### src/rtl/vga_fb_arbiter.sv
// vga_fb_arbiter -- framebuffer memory arbiter for a VGA scan-out engine.
//
// A single-port framebuffer memory is shared between the video fetch path
// and a buffered writer. Video reads always win; buffered writes drain in
// push order on any edge with no video request.
//
// Ports
//   Clock50    : sole clock (rising edge)
//   Reset      : asynchronous active-low reset
//   VidReq     : video fetch request pulse, VidAddr sampled with it
//   VidValid   : one-cycle pulse, VidData carries the fetched word
//   WrReq      : push {WrAddr, WrData} into the write buffer
//   WrReady    : write buffer not full (registered, post-edge occupancy)
//   WrOverflow : sticky, push attempted while full
//   MemAddr    : memory address
//   MemWe      : memory write strobe
//   MemWData   : memory write data
//   MemRData   : memory read data, valid one cycle after a read issue
//   Idle       : buffer empty, no read in flight, arbiter idle
module vga_fb_arbiter #(
  parameter int ADDR_W     = 18,
  parameter int DATA_W     = 16,
  parameter int FIFO_DEPTH = 4
) (
  input  logic              Clock50,
  input  logic              Reset,
  input  logic              VidReq,
  input  logic [ADDR_W-1:0] VidAddr,
  output logic              VidValid,
  output logic [DATA_W-1:0] VidData,
  input  logic              WrReq,
  input  logic [ADDR_W-1:0] WrAddr,
  input  logic [DATA_W-1:0] WrData,
  output logic              WrReady,
  output logic              WrOverflow,
  output logic [ADDR_W-1:0] MemAddr,
  output logic              MemWe,
  output logic [DATA_W-1:0] MemWData,
  input  logic [DATA_W-1:0] MemRData,
  output logic              Idle
);

  localparam int PW = $clog2(FIFO_DEPTH);
  localparam int CW = PW + 1;

  typedef enum logic [1:0] {ST_IDLE, ST_READ, ST_WRITE} state_e;

  state_e            state_q, state_d;
  logic [PW-1:0]     wr_ptr_q, rd_ptr_q;
  logic [CW-1:0]     cnt_q, cnt_d;
  // vld_pipe_q[0]: read issued last edge; [1]: its data is on MemRData now
  logic [1:0]        vld_pipe_q;

  logic [ADDR_W-1:0] fifo_addr_q [FIFO_DEPTH];
  logic [DATA_W-1:0] fifo_data_q [FIFO_DEPTH];

  logic push, pop;
  logic wr_ready_d, idle_d;

  // A push is only taken against the registered WrReady; a request while
  // full is dropped even if a pop happens on the same edge, which keeps the
  // writer-visible handshake purely registered.
  assign push = WrReq & WrReady;
  // Pop only what was already buffered, so an entry pushed into an empty
  // FIFO is written on a later edge.
  assign pop  = ~VidReq & (cnt_q != '0);

  always_comb begin
    cnt_d = cnt_q + CW'(push) - CW'(pop);
    if (VidReq)   state_d = ST_READ;
    else if (pop) state_d = ST_WRITE;
    else          state_d = ST_IDLE;
    wr_ready_d = (cnt_d != CW'(FIFO_DEPTH));
    // After this edge a read is in flight if one issues now or one issued
    // last edge and has not returned yet.
    idle_d = (cnt_d == '0) && !VidReq && !vld_pipe_q[0] && (state_d == ST_IDLE);
  end

  // Buffer storage needs no reset: occupancy lives in the pointers.
  always_ff @(posedge Clock50) begin
    if (push) begin
      fifo_addr_q[wr_ptr_q] <= WrAddr;
      fifo_data_q[wr_ptr_q] <= WrData;
    end
  end

  always_ff @(posedge Clock50 or negedge Reset) begin
    if (!Reset) begin
      state_q    <= ST_IDLE;
      wr_ptr_q   <= '0;
      rd_ptr_q   <= '0;
      cnt_q      <= '0;
      vld_pipe_q <= '0;
      VidValid   <= 1'b0;
      VidData    <= '0;
      WrReady    <= 1'b1;
      WrOverflow <= 1'b0;
      MemAddr    <= '0;
      MemWe      <= 1'b0;
      MemWData   <= '0;
      Idle       <= 1'b1;
    end else begin
      state_q <= state_d;
      cnt_q   <= cnt_d;
      WrReady <= wr_ready_d;
      Idle    <= idle_d;
      if (push) wr_ptr_q <= wr_ptr_q + 1'b1;
      if (pop)  rd_ptr_q <= rd_ptr_q + 1'b1;
      if (WrReq && !WrReady) WrOverflow <= 1'b1;

      vld_pipe_q <= {vld_pipe_q[0], VidReq};
      VidValid   <= vld_pipe_q[1];
      if (vld_pipe_q[1]) VidData <= MemRData;

      case (state_d)
        ST_READ: begin
          MemAddr <= VidAddr;
          MemWe   <= 1'b0;
        end
        ST_WRITE: begin
          MemAddr  <= fifo_addr_q[rd_ptr_q];
          MemWData <= fifo_data_q[rd_ptr_q];
          MemWe    <= 1'b1;
        end
        default: MemWe <= 1'b0;
      endcase
    end
  end

endmodule

### config.mk
export PLATFORM = sky130hd
export DESIGN_NAME = vga_fb_arbiter
export DESIGN_NICKNAME = d
export VERILOG_FILES = /design/src/rtl/vga_fb_arbiter.sv
export SDC_FILE = /design/constraint.sdc
export NUM_CORES = 1
export LEC_CHECK = 0
export ABC_AREA = 1
export BUFFER_PORTS_ARGS = -buffer_cell sky130_fd_sc_hd__buf_2
export CAP_MARGIN = 40
export CORE_MARGIN = 2
export CORE_UTILIZATION = 60
export DETAILED_ROUTE_END_ITERATION = 16
export MAX_ROUTING_LAYER = met4
export PLACE_DENSITY = 0.83
export SLEW_MARGIN = 10
export SYNTH_ARGS = -nofsm -noshare
export SYNTH_HDL_FRONTEND = slang
export SYNTH_SLANG_ARGS = --single-unit
### constraint.sdc
create_clock -name Clock50 -period 5.8 [get_ports Clock50]
set_clock_uncertainty 0.15 [all_clocks]
set_input_delay 0.29 -clock Clock50 [delete_from_list [all_inputs] [get_ports Clock50]]
set_output_delay 0.29 -clock Clock50 [all_outputs]
set_load 0.05 [all_outputs]
==> run metrics <==
number of global-route vias before repair=6,232; pins over their slew limit=0; fmax=303 MHz; largest area contributor in the netlist=edfxtp_1; distinct cell type count after synthesis=25; drt total wl=18,900 um; cell repeated most along the worst path=inv_1; Leak Pwr=5.14 nW; total inserted antenna cells=0; total CTS buffers=17; EDFF count, synth=136; Cells after Synth=833; cell area after synthesis=8510 sq um; final setup margin=2.50 ns; Syn Area/Cell=10.2 sq um; DRC=0; Die Y=123 um; Seq/Total Area, Yosys=0.669; initial core utilization=0.613; largest cells by area after synthesis=edfxtp_1 (48%), dfrtp_1 (18%), nand2_1 (13%), inv_1 (7.4%), nand3_1 (4.1%); crit-path cells=inv_1, nand2_2, nand2_2, inv_2, ha_1, inv_1, ha_1, inv_1, fa_1, inv_1, nor3_1, nand2_1, nor2_1; Clock Latency Late Sink=0.44 ns; most instantiated library cell after synthesis=nand2_1; status=completed; Crit-path slowest cell=fa_1; R2R Setup Slk=2.50 ns; final setup violation count=0; Filler cells=857; CP Data Arrival Time=3.53 ns; H-tree depth=4; Critical Path Start Type=register; I/O Buffers=126; I/O pin count=127; largest net degree at the start of global routing=70; flops & latches, synth=200; post-synth top area share=0.480; Yosys Warn Count=0; vias post-DR=6,214; Core Region=13,900 sq um; Final ANT Viol Nets=0; Hold WC Path Type=in -> reg; clock slew at reported path FFs=0.07 ns; number of post-CTS setup repair buffers=0; Worst path max stage delay=0.47 ns; RSZ-0062 raised after global routing=no; proportion of layout cells with a drive suffix above 1=0.189; max_slew headroom=0.451; ys flop type=edfxtp_1; fin nets=1,094; setup TNS=0 ns; Place WS=2.41 ns; clock root buffer=clkbuf_16; grt total ovfl=0; DRT iter0 DRCs=510; fin crit share=0.569; RD Place Congestion=0.785; syn nets=912; Max Cap Violations=0; VDD IR-drop max=251 uV; first-pass GRT wire length=29,900 um; WS Path Type=reg -> reg; Avg WL per Cell=15.7 um; crit path max fanout=36; power density cells=481 nW/um^2; vias per cell=5.14; clk buf depth=2; CTS sink cnt=200; Worst R2R End=Idle; full die area=15,100 sq um; Worst R2R Path Depth=13; die width=123 um; final hold violation count=0; Worst EP required=6.02 ns; standard-cell rows=43; reg2reg start=cnt_q[2]; initial antenna violation count=0; worst setup path endpoint=Idle; Crit. End Element=register; critical path startpoint=cnt_q[2]; synth cell count leaders=nand2_1 (299), inv_1 (167), edfxtp_1 (136); gr usage total=0.273; Tmin final=3.30 ns; Final HPWL DP=10,800 um; Pre-Repair DR Iteration Count=5; Syn-to-layout area delta=23.8%; CTS tree=yes; worst slew pin tran=0.823 ns; ys async rst share=0.320
## cell families after synthesis
family          Yosys count  share of synthesized area
fa+ha+maj                 7                     0.0112
flops                   200                      0.669
xor+xnor                  3                    0.00309
simple gates            398                      0.193
buf+inv                 206                      0.101
mux                      16                     0.0212
compound gates            3                    0.00206
## worst max-delay path, delay by kind of cell, from the launching register on
kind / cells / cell delay [ns]
buffers and inverters: 5 / 0.95
AND/OR/NAND/NOR: 5 / 0.76
adder cells (fa/ha/maj): 3 / 0.98
flip-flops: 1 / 0.38
## cell usage in the layout, fill, tap and decap left out
master | Yosys | layout
xor2_1 | 2 | 2
inv_1 | 167 | 167
nand4_1 | 18 | 18
mux2_2 | 16 | 16
fa_1 | 1 | 1
o21bai_1 | 1 | 1
dlygate4sd3_1 | 0 | 65
clkinv_4 | 0 | 5
dfstp_2 | 2 | 2
nand2_2 | 2 | 2
buf_16 | 0 | 2
nand2_1 | 299 | 299
inv_2 | 4 | 4
nand3_1 | 69 | 69
nor3_1 | 1 | 1
inv_6 | 0 | 1
buf_2 | 22 | 125
dfrtp_1 | 62 | 61
buf_12 | 0 | 3
clkbuf_1 | 2 | 1
nor2_4 | 1 | 5
clkinv_2 | 0 | 1
ha_1 | 6 | 6
inv_4 | 0 | 3
clkbuf_8 | 0 | 1
a21oi_1 | 1 | 1
edfxtp_1 | 136 | 136
clkbuf_16 | 0 | 19
o21ai_0 | 1 | 1
clkinvlp_4 | 0 | 1
xnor2_1 | 1 | 1
buf_4 | 4 | 3
nor2_1 | 8 | 4
dfrtp_2 | 0 | 1
## what timing repair did
item                                   4_1_cts  5_1_grt
hold buffers                                65        0
gates resized for setup                      0        0
endpoints found under the hold margin      228        0
## stage by stage
stage,utilization,power (W),hold slack (ns),std cells,area (sq um)
after floorplan,-,0.00340,-0.156,833,8510
after global placement,0.662,0.00377,0.249,1106,9190
after detailed placement,0.671,0.00389,0.224,1111,9310
after CTS,0.759,0.00508,0.00171,1208,10500
after global routing,0.759,0.00536,0.0189,1208,10500
final,0.759,0.00507,0.0141,1208,10500
## state kept, by name, summed over array words and instances (netlist names), 2 cells and up
register,flops
MemWData,16
cnt_q,3
vld_pipe_q,2
MemAddr,18
rd_ptr_q,2
VidData,16
fifo_addr_q,72
fifo_data_q,64
wr_ptr_q,2
## layer usage
metal	share of wire	track usage	vias to the layer above
met1	0.39	0.317	2915
met2	0.51	0.457	282
met5	0	-	-
met3	0.072	0.0544	59
li1	-	-	2958
met4	0.029	0.131	0
## how the worst min path moves through the flow
| stage | cells after the start | to | start | slack (ns) |
|---|---|---|---|---|
| final | 5 | MemAddr[13] | VidAddr[13] | 0.01 |
| after global routing | 1 | vld_pipe_q[0] | VidReq | 0.02 |
| after CTS | 5 | MemAddr[13] | VidAddr[13] | 0.002 |
| after detailed placement | 0 | vld_pipe_q[1] | vld_pipe_q[0] | 0.22 |
| after global placement | 0 | vld_pipe_q[1] | vld_pipe_q[0] | 0.25 |
| after floorplan | 0 | MemAddr[0] | Reset | -0.16 |
## layout make-up
type	count	area (sq um)	share of cell area
repair buffers	198	1410	0.134
clock buffers	21	493	0.0468
flip-flops and latches	200	5690	0.540
clock inverters	11	83.8	0.00796
inverters	171	642	0.0609
well taps	180	225	0.0214
multi-input cells	427	1990	0.189
## report_power, final
| group | leakage, nW | switching, W | total [W] | internal, W |
|---|---|---|---|---|
| Combinational | 2.85 | 0.00141 | 0.00191 | 0.000504 |
| Clock | 0.285 | 0.000519 | 0.00113 | 0.000616 |
| Sequential | 2.00 | 0.000150 | 0.00203 | 0.00188 |
Power figures use the tool's default switching activity.
